**config.mk**
```make
export PLATFORM = sky130hd
export DESIGN_NAME = ahb_reg_slave
export DESIGN_NICKNAME = d
export VERILOG_FILES = /design/src/rtl/ahb_reg_slave_pkg.sv /design/src/rtl/ahb_reg_slave_bank.sv /design/src/rtl/ahb_reg_slave.sv
export SDC_FILE = /design/constraint.sdc
export NUM_CORES = 1
export LEC_CHECK = 0
export CAP_MARGIN = 20
export CORE_UTILIZATION = 52
export DETAILED_ROUTE_END_ITERATION = 10
export PLACE_DENSITY = 0.88
export SLEW_MARGIN = 20
export SYNTH_ARGS = -nofsm -noshare
export SYNTH_HDL_FRONTEND = slang
export SYNTH_SLANG_ARGS = --single-unit
```
**constraint.sdc**
```tcl
create_clock -name hclk -period 7.2 [get_ports hclk]
set_input_delay 1.08 -clock hclk [delete_from_list [all_inputs] [get_ports hclk]]
set_output_delay 1.08 -clock hclk [all_outputs]
set_load 0.02 [all_outputs]
```
**src/rtl/ahb_reg_slave_pkg.sv**
```systemverilog
// Shared AHB-lite types and helpers for the register slave.
package ahb_reg_slave_pkg;

    localparam int AHB_WORD_W = 32;

    typedef enum logic [1:0] {
        HTRANS_IDLE   = 2'd0,
        HTRANS_BUSY   = 2'd1,
        HTRANS_NONSEQ = 2'd2,
        HTRANS_SEQ    = 2'd3
    } htrans_e;

    typedef enum logic [1:0] {
        HRESP_OKAY  = 2'd0,
        HRESP_ERROR = 2'd1,
        HRESP_RETRY = 2'd2,
        HRESP_SPLIT = 2'd3
    } hresp_e;

    typedef enum logic [2:0] {
        ST_IDLE = 3'd0,
        ST_WAIT = 3'd1,
        ST_DATA = 3'd2,
        ST_ERR1 = 3'd3,
        ST_ERR2 = 3'd4
    } slv_state_e;

    // NONSEQ and SEQ carry a transfer; IDLE and BUSY do not.
    function automatic logic htrans_active(input logic [1:0] htrans);
        return (htrans == HTRANS_NONSEQ) || (htrans == HTRANS_SEQ);
    endfunction

endpackage

```
**src/rtl/ahb_reg_slave_bank.sv**
```systemverilog
// Register storage: constant ID word, live status word, and RW config words
// with a single write port and write-to-read forwarding.
module ahb_reg_slave_bank
    import ahb_reg_slave_pkg::*;
#(
    parameter int                    NUM_REGS = 8,
    parameter logic [AHB_WORD_W-1:0] ID_VALUE = 32'hA4B5_0001,
    localparam int                   IDX_W    = $clog2(NUM_REGS)
) (
    input  logic                             hclk,
    input  logic                             hrst,
    input  logic                             wr_en,
    input  logic [IDX_W-1:0]                 wr_idx,
    input  logic [AHB_WORD_W-1:0]            wr_data,
    input  logic [IDX_W-1:0]                 rd_idx,
    input  logic [AHB_WORD_W-1:0]            status_i,
    output logic [AHB_WORD_W-1:0]            rd_data,
    output logic [(NUM_REGS-2)*AHB_WORD_W-1:0] cfg_o
);

    logic [AHB_WORD_W-1:0] cfg_q [NUM_REGS-2];

    // Config word storage; regs 0 and 1 never reach the write port because
    // the decoder flags writes to them as errors.
    always_ff @(posedge hclk) begin
        if (hrst) begin
            for (int i = 0; i < NUM_REGS-2; i++) cfg_q[i] <= '0;
        end else begin
            for (int i = 0; i < NUM_REGS-2; i++) begin
                if (wr_en && (wr_idx == IDX_W'(i + 2))) cfg_q[i] <= wr_data;
            end
        end
    end

    // Read mux; a write committing on this edge to the same word wins so a
    // back-to-back read sees the new value.
    always_comb begin
        rd_data = '0;
        if (wr_en && (wr_idx == rd_idx)) begin
            rd_data = wr_data;
        end else if (rd_idx == IDX_W'(0)) begin
            rd_data = ID_VALUE;
        end else if (rd_idx == IDX_W'(1)) begin
            rd_data = status_i;
        end else begin
            for (int i = 0; i < NUM_REGS-2; i++) begin
                if (rd_idx == IDX_W'(i + 2)) rd_data = cfg_q[i];
            end
        end
    end

    for (genvar g = 0; g < NUM_REGS-2; g++) begin : g_cfg
        assign cfg_o[g*AHB_WORD_W +: AHB_WORD_W] = cfg_q[g];
    end

endmodule

```
**src/rtl/ahb_reg_slave.sv**
```systemverilog
// AHB-lite register slave: address decode, wait-state insertion and the
// two-cycle ERROR response around the register bank.
//
//  state | meaning
//  IDLE  | no transfer in data phase, hready=1 OKAY
//  WAIT  | OKAY transfer stalling, hready=0, cnt counts down to 0
//  DATA  | OKAY data phase completing, write commits on exit, read data valid
//  ERR1  | first ERROR cycle, hready=0 hresp=ERROR
//  ERR2  | second ERROR cycle, hready=1 hresp=ERROR, may accept next transfer
module ahb_reg_slave
    import ahb_reg_slave_pkg::*;
#(
    parameter logic [AHB_WORD_W-1:0] BASE_ADDR   = 32'h4000_0000,
    parameter int                    NUM_REGS    = 8,
    parameter int                    WAIT_STATES = 0,
    parameter logic [AHB_WORD_W-1:0] ID_VALUE    = 32'hA4B5_0001
) (
    input  logic                               hclk,
    input  logic                               hrst,
    input  logic                               hsel,
    input  logic [AHB_WORD_W-1:0]              haddr,
    input  logic [1:0]                         htrans,
    input  logic                               hwrite,
    input  logic [3:0]                         hprot,
    input  logic [AHB_WORD_W-1:0]              hwdata,
    output logic [AHB_WORD_W-1:0]              hrdata,
    output logic                               hready,
    output logic [1:0]                         hresp,
    input  logic [AHB_WORD_W-1:0]              status_i,
    output logic [(NUM_REGS-2)*AHB_WORD_W-1:0] cfg_o
);

    localparam int                    IDX_W     = $clog2(NUM_REGS);
    localparam logic [AHB_WORD_W-1:0] WIN_BYTES = AHB_WORD_W'(NUM_REGS * 4);

    slv_state_e            state_q;
    hresp_e                hresp_q;
    logic [3:0]            cnt_q;
    logic [IDX_W-1:0]      d_idx_q;
    logic                  d_write_q;

    logic                  accept;
    logic                  a_err;
    logic [AHB_WORD_W-1:0] a_off;
    logic [IDX_W-1:0]      a_idx;
    logic                  wr_en;
    logic [IDX_W-1:0]      rd_idx;
    logic [AHB_WORD_W-1:0] rd_data;
    logic                  unused_inputs;

    // Protection attributes carry no meaning for this slave.
    assign unused_inputs = ^hprot;

    assign accept = hsel && htrans_active(htrans) && hready;
    assign a_off  = haddr - BASE_ADDR;
    assign a_idx  = a_off[IDX_W+1:2];
    assign a_err  = (haddr < BASE_ADDR) || (a_off >= WIN_BYTES) ||
                    (haddr[1:0] != 2'b00) || (hwrite && (a_idx < IDX_W'(2)));

    // The write data arrives in the data phase, so commit on the edge that
    // leaves DATA; the bank drops it if hrst is high on that edge.
    assign wr_en  = (state_q == ST_DATA) && d_write_q;

    // Reads load on the edge entering DATA: from WAIT that is the latched
    // index, otherwise the transfer being accepted right now.
    assign rd_idx = (state_q == ST_WAIT) ? d_idx_q : a_idx;

    assign hresp  = hresp_q;

    ahb_reg_slave_bank #(
        .NUM_REGS (NUM_REGS),
        .ID_VALUE (ID_VALUE)
    ) u_bank (
        .hclk     (hclk),
        .hrst     (hrst),
        .wr_en    (wr_en),
        .wr_idx   (d_idx_q),
        .wr_data  (hwdata),
        .rd_idx   (rd_idx),
        .status_i (status_i),
        .rd_data  (rd_data),
        .cfg_o    (cfg_o)
    );

    // Transfer FSM with registered hready/hresp/hrdata.
    always_ff @(posedge hclk) begin
        if (hrst) begin
            state_q   <= ST_IDLE;
            hready    <= 1'b1;
            hresp_q   <= HRESP_OKAY;
            hrdata    <= '0;
            cnt_q     <= '0;
            d_idx_q   <= '0;
            d_write_q <= 1'b0;
        end else begin
            case (state_q)
                ST_WAIT: begin
                    if (cnt_q == 4'd0) begin
                        state_q <= ST_DATA;
                        hready  <= 1'b1;
                        hrdata  <= d_write_q ? '0 : rd_data;
                    end else begin
                        cnt_q <= cnt_q - 4'd1;
                    end
                end
                ST_ERR1: begin
                    state_q <= ST_ERR2;
                    hready  <= 1'b1;
                    hresp_q <= HRESP_ERROR;
                    hrdata  <= '0;
                end
                default: begin
                    if (accept) begin
                        d_idx_q   <= a_idx;
                        d_write_q <= hwrite;
                        if (a_err) begin
                            state_q <= ST_ERR1;
                            hready  <= 1'b0;
                            hresp_q <= HRESP_ERROR;
                            hrdata  <= '0;
                        end else if (WAIT_STATES > 0) begin
                            state_q <= ST_WAIT;
                            hready  <= 1'b0;
                            hresp_q <= HRESP_OKAY;
                            cnt_q   <= 4'(WAIT_STATES - 1);
                            hrdata  <= '0;
                        end else begin
                            state_q <= ST_DATA;
                            hready  <= 1'b1;
                            hresp_q <= HRESP_OKAY;
                            hrdata  <= hwrite ? '0 : rd_data;
                        end
                    end else begin
                        state_q <= ST_IDLE;
                        hready  <= 1'b1;
                        hresp_q <= HRESP_OKAY;
                        hrdata  <= '0;
                    end
                end
            endcase
        end
    end

endmodule

```
Word level (Yosys, flattened, before mapping)
Memory sizes are Yosys's and may differ from the RTL's.
Cells that the tools add are included.
{ "classes": {"n_reduce_logical": 21, "mul": 0, "muxes": 53, "n_lt_le_gt_ge": 3, "n_addsub": 2, "div_mod_pow": 0, "n_eq_ne": 20, "n_bitwise": 8, "n_shift": 0} }
{ "ops": {"columns": ["operator", "count"], "rows": [
  ["32-bit 2-to-1 mux", 20],
  ["32-bit one-hot mux with 2 select lines", 1],
  ["32-bit by 6-bit greater-or-equal comparator with 1-bit output, second input constant", 1],
  ["32-bit by 31-bit less-than comparator with 1-bit output, second input constant", 1],
  ["32-bit by 31-bit subtractor with 32-bit output, second input constant", 1],
  ["1-bit 2-to-1 mux", 25],
  ["3-bit == test, second input constant", 8],
  ["3-bit by 2-bit == test with 1-bit output, second input constant", 6],
  ["1-bit logical AND", 11],
  ["3-bit 2-to-1 mux", 3],
  ["3-bit by 1-bit == test with 1-bit output, second input constant", 2],
  ["1-bit bitwise OR", 6],
  ["3-bit one-hot mux with 2 select lines", 1],
  ["2-bit == test, second input constant", 2],
  ["4-bit zero test", 1],
  ["1-bit logical OR", 4],
  ["2-bit one-hot mux with 2 select lines", 1],
  ["2-bit AND reduction", 2],
  ["4-bit by 1-bit subtractor with 4-bit output, second input constant", 1],
  ["3-bit == test", 1],
  ["3-bit zero test", 1],
  ["3-bit by 2-bit less-than comparator with 1-bit output, second input constant", 1],
  ["2-bit 2-to-1 mux", 1],
  ["2-bit by 1-bit != test with 1-bit output, second input constant", 1],
  ["4 further kinds", 5]
]} }
{ "word_totals": {"regBits": 46, "input_bits": 106, "romBits": 0, "latchBits": 0, "ramBits": 192, "out_inout_bits": 227, "elab_cells": 115, "n_memories": 1} }
{ "memory_table": {"columns": ["name", "words", "word_bits", "rd", "rd_clocked_by_memory_dff", "wr", "line_no", "rtl"], "rows": [
  ["u_bank.cfg_q", 6, 32, 6, 0, 6, "ahb_reg_slave_bank.sv:21", "logic [AHB_WORD_W-1:0] cfg_q [NUM_REGS-2];"]
]} }

Longest topological paths before layout
Gate-level depths: netlist (run 1).
{ "logic_depth": {"depth_word": 16, "depth_mapped": 9, "ltp_nobuf": 7} }

Cells and area by module
A second synthesis (run 1) with hierarchy kept.
{ "unflattened": {"cells_unflattened": 1063, "area_unflattened_um2": 11857.6} }
{ "by_module_without_submodules": {"columns": ["mod", "area_per_inst_um2", "n_inst", "cells_per_inst", "seq_area_each_um2"], "rows": [
  ["ahb_reg_slave_bank", 9716.8, 1, 831, 5765.5],
  ["ahb_reg_slave", 2140.8, 1, 232, 900.9]
]} }

Worst setup path after synthesis (run 1)
No wires, ideal clock.
{ "synth_timing": {"kind": "register to register", "start": "register state_q[2]", "end": "memory u_bank.cfg_q[1][0] (netlist: u_bank.cfg_q[0][32]) (enable)", "period_less_slack_ps": 3627, "required_ps": 6734, "setup_slack_ps": 3573, "path_buffers": 0, "stages_incl_launch_ff": 5, "arrival_ps": 3161, "setup_ps": 466, "path_cell_list": "dfxtp_1 and4bb_2 nor2b_1 nand2_1 o21ai_0"} }
{ "synth_lines": {"columns": ["item", "line_no", "rtl"], "rows": [
  ["from (decl)", "ahb_reg_slave.sv:36", "slv_state_e state_q;"],
  ["from (signal assigned)", "ahb_reg_slave.sv:88", "state_q <= ST_IDLE;"],
  ["from (signal assigned)", "ahb_reg_slave.sv:99", "state_q <= ST_DATA;"],
  ["from (signal assigned)", "ahb_reg_slave.sv:107", "state_q <= ST_ERR2;"],
  ["to (decl)", "ahb_reg_slave_bank.sv:21", null]
]} }

Worst setup path in the final report (run 1)
{ "layout_timing": {"start": "input haddr[2]", "end": "register hrdata[3]"} }
{ "layout_via": {"elab_chain_len": 16, "elab_cells_between_ends": 34} }
{ "layout_lines": {"columns": ["item", "line_no", "rtl"], "rows": [
  ["from (decl)", "ahb_reg_slave.sv:21", "input logic [AHB_WORD_W-1:0] haddr,"],
  ["32-bit by 31-bit subtractor with 32-bit output", "ahb_reg_slave.sv:55", "assign a_off = haddr - BASE_ADDR;"],
  ["3-bit 2-to-1 mux", "ahb_reg_slave.sv:66", "assign rd_idx = (state_q == ST_WAIT) ? d_idx_q : a_idx;"],
  ["3-bit by 2-bit == test with 1-bit output", "ahb_reg_slave_bank.sv:47", "if (rd_idx == IDX_W'(i + 2)) rd_data = cfg_q[i];"],
  ["32-bit 2-to-1 mux (6 in series)", "ahb_reg_slave_bank.sv:47", null],
  ["32-bit 2-to-1 mux", "ahb_reg_slave_bank.sv:43", "end else if (rd_idx == IDX_W'(1)) begin"],
  ["32-bit 2-to-1 mux", "ahb_reg_slave_bank.sv:41", "end else if (rd_idx == IDX_W'(0)) begin"],
  ["32-bit 2-to-1 mux", "ahb_reg_slave_bank.sv:39", "if (wr_en && (wr_idx == rd_idx)) begin"],
  ["32-bit 2-to-1 mux", "ahb_reg_slave.sv:131", "hrdata <= hwrite ? '0 : rd_data;"],
  ["32-bit 2-to-1 mux", "ahb_reg_slave.sv:116", "if (a_err) begin"],
  ["32-bit 2-to-1 mux", "ahb_reg_slave.sv:113", "if (accept) begin"],
  ["32-bit one-hot mux with 2 select lines *", "ahb_reg_slave.sv:96", "case (state_q)"],
  ["to (signal assigned)", "ahb_reg_slave.sv:101", "hrdata <= d_write_q ? '0 : rd_data;"],
  ["to (signal assigned)", "ahb_reg_slave.sv:131", null],
  ["to (decl)", "ahb_reg_slave.sv:26", "output logic [AHB_WORD_W-1:0] hrdata,"]
]} }
Every way passes the cells marked *; elsewhere a longest branch is shown, timed or not. The select of a mux whose other input is x is not followed.
A chain may end at the register's enable or synchronous reset.

==> impl_metrics.ini, run 1 <==
[status]
status = finished, violations left
violations = DRC

[global_route]
grt_max_degree = 70
grt_busiest_layer = met2
grt_usage_pct = 35.9
grt-ovfl-total = 0
grt_use_met3_pct = 7.56
grt_pass1_vias = 10821
antenna_found_initial = 0
grt_pass1_wl_um = 63100
grtUsageMet1_pct = 44.6
use_met2_pct = 59.1

[route]
vias = 10674
drc = 48
drt-total-wl_um = 42400
avgRoutedWirePerCell_um = 25.8
first_iter_violations = 1359
dr.pass1.iters = 9
via_per_inst = 6.48
ant_nets = 0

[critical_path]
start_kind = primary input
arrival_ps = 4710
crit_fanout = 21
crit_path_end_kind = register
cp_data_required_time_ps = 7590
criticalPathCategory = in -> reg

[clock_tree]
clkSinkCount = 237
clock-root-buffer = clkbuf_16
cts.reportedPaths.clkPinSlew_ps = 60
cts-buffers-inserted = 25
cts_hold_buf = 0
cts_tree = built
htreeDepth = 1
cts_resized = 0
post_cts_buffers = 0
cts_max_path_buffers = 3
clk_latency_ps = 520

[sta]
slew_headroom_pct = 22.9
fin_skew_ps = 10.4
fin_tns_setup_ps = 0
rsz0062_at_grt = no
worst_pin_slew_ps = 1150
fin_crit_ps = 4320
fmax_mhz = 231
setup-violations-final = 0
period_share_pct = 60.0
finalHoldViolCount = 0
slew_violations = 0

[pwr]
power.density_mw_per_mm2 = 203
finalPower_mw = 3.24
cellLeakagePower_nw = 5.66
vdd_ir_drop_max_mv = 0.174

[min_path]
hold_class = reg -> reg

[placed_design]
place.gp.congestion = 0.889
post_dp_cell_area_sq_mm = 0.0152
io_buffers = 326
dp_hpwl_um = 26400

[yosys]
netlist_area_sq_mm = 0.0117
synth_cell_type_count = 50
synth_flop_cell = edfxtp_1
syn_nets = 1177
synth_async_sr_flop_share_pct = 0
synth_warnings = 0
synth_cells = 1070
synth_edf_count = 192
yosysSeqAreaShare_pct = 57.0
synth_seq_cells = 237
synth.avg_cell_area_sq_um = 10.9

[final_layout]
final_cell_mix = 326 x clkdlybuf4s50_1, 192 x and2_1, 192 x edfxtp_1
areaGrowthSynthToFinish_pct = 36.4
final_common_cell = clkdlybuf4s50_1
finalNetCount = 1456
drive_gt1_share_pct = 8.35
n_antenna_cell = 0
fin_area_sq_mm = 0.0160

[die]
rows = 54
start_util_pct = 53.3
die_height_um = 152
die_w_um = 152
die_area_sq_mm = 0.0231
core_sq_mm = 0.0220
num_io_pins = 333

[flow_run]
maxCapViolCount = 0
-- metal layers --
layer  vias to the layer above  wire [um]
met3                       185       5220
met2                       892      20100
met4                         0       2240
li1                       4523          -
met5                         -          0
met1                      5074      14800
-- worst max-delay path, cell delays in order --
cell	delay [ps]
clkdlybuf4s50_1	810
xnor2_1	220
nand4_1	780
nand2_1	1210
nor2_1	150
a221oi_1	310
o21ai_1	110
-- kinds of logic (layout without fill, tap and decap cells) --
logic type | after synthesis | in the layout | synth area share [%]
AOI/OAI and AO/OA | 307 | 307 | 16.7
xor gates and xnor gates | 6 | 6 | 0.449
adders and majority gates | 1 | 1 | 0.107
buffers and inverters | 96 | 392 | 3.78
DFF | 237 | 237 | 57.0
muxes | 44 | 44 | 4.45
other | 1 | 1 | 0.0321
and+or+nand+nor | 378 | 378 | 17.5
-- flip-flops by register name (all words and copies together), names as in the netlist --
name and count:
u_bank.cfg_q 192, hrdata 32, cnt_q 4, d_idx_q 3, state_q 3, d_write_q 1
hready 1, hresp 1
-- power by group --
| part | leakage [nW] | switching (mW) | internal (mW) |
|---|---|---|---|
| sequential | 2.35 | 0.0333 | 1.52 |
| clock | 0.369 | 0.527 | 0.688 |
| combinational | 2.94 | 0.276 | 0.198 |
-- final cells by class --
type	count	area, sq um
clock buffers	32	672
clock inverters	12	76.3
fillers	1497	6000
inverters	5	18.8
multi-input cells	737	4780
flip-flops and latches	237	6670
well taps	280	350
repair buffers	343	3390
-- through the flow --
| step | worst slack [ps] | hold slack (ps) | util (%) | cells |
|---|---|---|---|---|
| 6_report | 2880 | 455 | 72.7 | 1646 |
| 5_1_grt | 2770 | 478 | 72.7 | 1646 |
| 4_1_cts | 3070 | 455 | 72.6 | 1645 |
| 3_5_place_dp | 2690 | 443 | 69.1 | 1601 |
| 3_3_place_gp | 2880 | 435 | 69.1 | 1601 |
| 2_1_floorplan | 3570 | 479 | - | 1070 |
-- final timing paths --
path              startpoint         end  slack, ps  cells after the start
setup / recovery    haddr[2]   hrdata[3]       2880                      7
hold / removal    hrdata[17]  hrdata[17]        460                      2
setup reg to reg  state_q[1]   hrdata[9]       3380                      7
hold reg to reg   hrdata[17]  hrdata[17]        460                      2
-- synthesized netlist by cell type, drive strengths merged (3+ instances only) --
library cell	instances	area, sq um
mux2i	12	145
nand4	5	37.5
dfxtp	45	901
nor2	56	210
o31a	8	70.1
nand2	62	235
buf	30	194
nand2b	4	25.0
nand3	12	60.1
o22ai	22	138
a221o	21	210
mux2	32	375
a22oi	22	165
edfxtp	192	5770
xnor2	5	43.8
a2111oi	3	45.0
nor2b	5	31.3
o211ai	5	37.5
a221oi	30	263
a211oi	10	75.1
o21ai	69	345
clkbuf	61	229
a21oi	113	569
nor4	7	43.8
nor3	24	120
inv	5	18.8
and2	192	1200
(Power assumes the default switching activity.)
==> run 2, diff against run 1 <==
--- a/config.mk
+++ b/config.mk
@@ -6,9 +6,9 @@
 export NUM_CORES = 1
 export LEC_CHECK = 0
 export CAP_MARGIN = 20
-export CORE_UTILIZATION = 52
+export CORE_UTILIZATION = 48
 export DETAILED_ROUTE_END_ITERATION = 10
-export PLACE_DENSITY = 0.88
+export PLACE_DENSITY = 0.82
 export SLEW_MARGIN = 20
 export SYNTH_ARGS = -nofsm -noshare
 export SYNTH_HDL_FRONTEND = slang
==> constraint.sdc (replaced) <==
create_clock -name hclk -period 4.5 [get_ports hclk]
set_input_delay 0.675 -clock hclk [delete_from_list [all_inputs] [get_ports hclk]]
set_output_delay 0.675 -clock hclk [all_outputs]
set_load 0.02 [all_outputs]
==> run 2 against run 1 <==
Compared with the run above:
- the run now ends clean
- die area increased by 8.2%
- clock-buffer cell count decreased by 3
- flip-flop and latch count unchanged
==> impl_metrics.ini, run 2 (synthesis results as in run 1) <==
[final_layout]
reg_top3 = u_bank.cfg_q x192, hrdata x32, cnt_q x4
final_common_cell = clkdlybuf4s50_1
finalNetCount = 1466
largest_reg_flops = 192
drive_gt1_share_pct = 9.50
n_antenna_cell = 0
final_cell_mix = 326 x clkdlybuf4s50_1, 192 x and2_1, 192 x edfxtp_1
fin_cells = 1698
fin_util_pct = 68.8
top_register = u_bank.cfg_q
areaGrowthSynthToFinish_pct = 39.2

[clock_tree]
cts_resized = 0
htreeDepth = 1
cts_max_path_buffers = 3
clock-root-buffer = clkbuf_16
clkSinkCount = 237
cts_tree = built
clk_latency_ps = 540
post_cts_buffers = 0
cts-buffers-inserted = 26
cts.reportedPaths.clkPinSlew_ps = 60
cts_hold_buf = 0

[die]
die_height_um = 158
die_w_um = 158
start_util_pct = 49.4
rows = 56
num_io_pins = 333
die_area_sq_mm = 0.0250
core_sq_mm = 0.0237

[sta]
rsz0062_at_grt = no
worst_pin_slew_ps = 1160
finalHoldViolCount = 0
slew_violations = 0
setup-violations-final = 0
slew_headroom_pct = 22.7
period_share_pct = 70.3
fmax_mhz = 316
fin_tns_setup_ps = 0
fin_skew_ps = 15.2
hold_ws_ps = 447
fin_crit_ps = 3160

[placed_design]
io_buffers = 326
place.gp.congestion = 0.882
dp_hpwl_um = 27500
dp_cells = 1650

[pwr]
cellLeakagePower_nw = 5.80
vdd_ir_drop_max_mv = 0.238
power.density_mw_per_mm2 = 345

[critical_path]
crit_path_end_kind = register
worstSetupPathDepth = 7
start_kind = register
cp-startpoint = state_q[1]
crit_chain = or3b_1 > mux2i_4 > buf_4 > mux2_2 > a221o_1 > a221oi_1 > o21ai_1
slowest_stage = or3b_1
slowest_delay_ps = 660
criticalPathCategory = reg -> reg
reg2reg_depth = 7
cp_data_required_time_ps = 4900
arrival_ps = 3570
r2r_start = state_q[1]
path_buf_inv = 1
cp_top_family = compound AO/OA/AOI/OAI gates
crit_fanout = 34

[global_route]
grt_pass1_wl_um = 61600
antenna_found_initial = 0
grt_usage_pct = 33.5
grt_pass1_vias = 10405
grt-ovfl-total = 0
grt_max_degree = 53

[route]
avgRoutedWirePerCell_um = 25.1
vias = 10553
dr.pass1.iters = 8
ant_nets = 0
first_iter_violations = 1206
via_per_inst = 6.21
drc = 0
drt-total-wl_um = 42600

[status]
status = finished, final reports clean

[min_path]
whs_path_depth = 2
hold_class = reg -> reg
hold_path.startpoint = hrdata[27]

[flow_run]
maxCapViolCount = 0
[run 2: cell types whose count changed in the layout (fill, tap and decap cells not counted), sizes merged]
cell,delta
buf,+9
bufinv,+6
clkbuf,-3
clkinvlp,+1
[run 2: area by class of cell]
class                   count  area [sq um]
clock buffers              29           662
clock inverters            19           279
fillers                  1749          7400
inverters                   5          18.8
multi-input cells         737          4760
flip-flops and latches    237          6670
well taps                 319           399
repair buffers            352          3500
[run 2: routing by layer]
metal	vias up	GRT usage, %	part of all wire [%]
met4	0	14.2	3.7
met5	-	0	0
met2	822	56.2	48
met3	150	6.68	11
li1	4530	-	-
met1	5051	42.0	36
[run 2: stage by stage]
step / instance area (sq um) / power, mW / setup slack, ps
2_1_floorplan: 11700 / 2.90 / 873
3_3_place_gp: 15300 / 3.26 / 837
3_5_place_dp: 15300 / 3.28 / 745
4_1_cts: 16300 / 5.60 / 1300
5_1_grt: 16300 / 5.74 / 1200
6_report: 16300 / 5.62 / 1340
[run 2: power breakdown]
group	internal, mW	switching, mW	total [mW]
registers	2.43	0.0520	2.48
clock network	1.46	0.905	2.37
logic	0.325	0.443	0.768
total	4.22	1.40	5.62
[run 2: final timing paths]
check / endpoint / slack (ps)
worst max register to register: hrdata[6] / 1340
worst min-delay path: hrdata[27] / 450
worst min register to register: hrdata[27] / 450
worst max-delay path: hrdata[6] / 1340
[run 2: worst min-delay path, stage by stage (launching register included)]
cell     delay [ps]
dfxtp_1         310
nand2_1          50
o21ai_1          50
==> run 3, diff against run 2 <==
==> constraint.sdc (replaced) <==
create_clock -name hclk -period 3.3 [get_ports hclk]
set_input_delay 0.495 -clock hclk [delete_from_list [all_inputs] [get_ports hclk]]
set_output_delay 0.495 -clock hclk [all_outputs]
set_load 0.02 [all_outputs]
==> run 3 against run 2 <==
Compared with the run above:
- clock skew down 6.3 ps
- die area unchanged
- sequential share of layout area down 0.10 points
- sequential power up 36%
- register-to-register slack worse by 790 ps
- combinational power up 39%
- first-iteration DRC count up 5.1%
- via count up 1.3%
- non-clock buffer count up 19
- utilization up 0.17 points
- hold slack better by 4.5 ps
- clock-buffer cell count up 10
- largest power group unchanged
==> impl_metrics.ini, run 3 (synthesis results as in run 1) <==
[critical_path]
slowest_stage = or3b_1
criticalPathCategory = reg -> reg
arrival_ps = 3200
slowest_delay_ps = 580
rrSetupSlack_ps = 550
crit_path_end_kind = register
path_buf_inv = 2
crit_fanout = 12
cp_top_family = simple AND/OR/NAND/NOR gates
crit_chain = or3b_1 > buf_4 > or3_1 > o31ai_4 > buf_4 > a221o_1 > a221oi_1 > o21ai_0
cp_data_required_time_ps = 3740
start_kind = register
crit_top_cell = buf_4

[pwr]
cellLeakagePower_nw = 5.83
p_int_mw = 5.38
p_sw_share_pct = 25.6
vdd_ir_drop_max_mv = 0.361
power.share.clock_pct = 38.4
power.density_mw_per_mm2 = 443
p_comb_share_pct = 14.8
p_sw_mw = 1.85
finalPower_mw = 7.23
seqPwrFrac_pct = 46.8

[final_layout]
final_cell_mix = 326 x clkdlybuf4s50_1, 192 x and2_1, 192 x edfxtp_1
top_register = u_bank.cfg_q
final_common_cell = clkdlybuf4s50_1
fin_cells = 1716
multi_input_area_sq_mm = 0.00477
finalNetCount = 1485
largest_reg_flops = 192
nFillCells = 1773
drive_gt1_share_pct = 10.2
regArea_sq_mm = 0.00667
areaGrowthSynthToFinish_pct = 39.6
reg_top3 = u_bank.cfg_q x192, hrdata x32, cnt_q x4
n_antenna_cell = 0

[die]
die_w_um = 158
num_io_pins = 333
start_util_pct = 49.4
core_sq_mm = 0.0237
die_area_sq_mm = 0.0250
rows = 56
die_height_um = 158

[clock_tree]
cts_tree = built
clock-root-buffer = clkbuf_16
htreeDepth = 1
cts_resized = 0
cts_hold_buf = 0
clkSinkCount = 237
cts-buffers-inserted = 26
cts.reportedPaths.clkPinSlew_ps = 60
clk_latency_ps = 530
post_cts_buffers = 0
cts_max_path_buffers = 3

[sta]
slew_headroom_pct = 33.9
fin_skew_ps = 8.88
fin_crit_ps = 2750
worst_pin_slew_ps = 987
fin_ws_ps = 545
fin_tns_setup_ps = 0
slew_violations = 0
setup-violations-final = 0
rsz0062_at_grt = no
finalHoldViolCount = 0
period_share_pct = 83.5
fmax_mhz = 363

[global_route]
grt-ovfl-total = 0
grt_max_degree = 47
grt_pass1_wl_um = 62600
grt_usage_pct = 33.9
grt_pass1_vias = 10650
antenna_found_initial = 0

[route]
vias = 10694
ant_nets = 0
drt-total-wl_um = 42900
drc = 0
avgRoutedWirePerCell_um = 25.0
dr.pass1.iters = 6
first_iter_violations = 1267
via_per_inst = 6.23

[placed_design]
dp_hpwl_um = 28400
io_buffers = 326
dpl_worst_slack_ps = 333
place.gp.congestion = 0.900
dp_cells = 1669

[min_path]
hold_class = reg -> reg

[flow_run]
maxCapViolCount = 0

[status]
status = finished, final reports clean
[run 3: cell types whose count changed in the layout (fill, tap and decap cells not counted), moves of 2 or more]
cell / previous run / this run
buf_4: 24 / 39
clkbuf_1: 3 / 11
buf_12: 0 / 6
bufinv_16: 7 / 1
clkinv_2: 6 / 2
buf_16: 2 / 0
[run 3: power by group through the flow]
stage / Sequential [mW] / Combinational (mW) / Clock (mW)
final: 3.38 / 1.07 / 2.77
after detailed placement: 3.44 / 1.05 / 0
after global routing: 3.39 / 1.13 / 2.88
after CTS: 3.38 / 1.05 / 2.77
after floorplan: 3.54 / 0.407 / 0
after global placement: 3.44 / 1.03 / 0
[run 3: cell type report]
| class | instances | area share, % |
|---|---|---|
| Tap cell | 319 | 2.44 |
| Multi-Input combinational cell | 737 | 29.2 |
| Clock inverter | 8 | 0.414 |
| Timing Repair Buffer | 371 | 22.5 |
| Clock buffer | 39 | 4.48 |
| Sequential cell | 237 | 40.8 |
| Inverter | 5 | 0.115 |
[run 3: stage by stage]
step / cell area, sq um / hold WS, ps / util (%)
after global routing: 16300 / 484 / 68.9
after global placement: 15500 / 438 / 65.5
after CTS: 16300 / 455 / 68.9
after floorplan: 11700 / 479 / -
final: 16300 / 451 / 68.9
after detailed placement: 15500 / 441 / 65.5
[run 3: layer usage]
layer / track usage [%] / up-vias / part of all wire, %
met5: 0 / - / 0
met4: 18.8 / 0 / 4.9
met3: 6.65 / 180 / 12
met2: 54.7 / 862 / 47
met1: 42.9 / 5067 / 37
li1: - / 4585 / -
[run 3: worst paths after layout]
kind	startpoint	to	cells past startpoint
worst min-delay path	hrdata[14]	hrdata[14]	2
worst max-delay path	state_q[2]	hrdata[13]	8
worst min register to register	hrdata[14]	hrdata[14]	2
worst max register to register	state_q[2]	hrdata[13]	8
[run 3: worst min-delay path, delay by kind of cell, from the launching register on]
family	cells	cell delay, ps
AO/OA/AOI/OAI	1	50
flip-flops	1	320
AND/OR/NAND/NOR	1	40
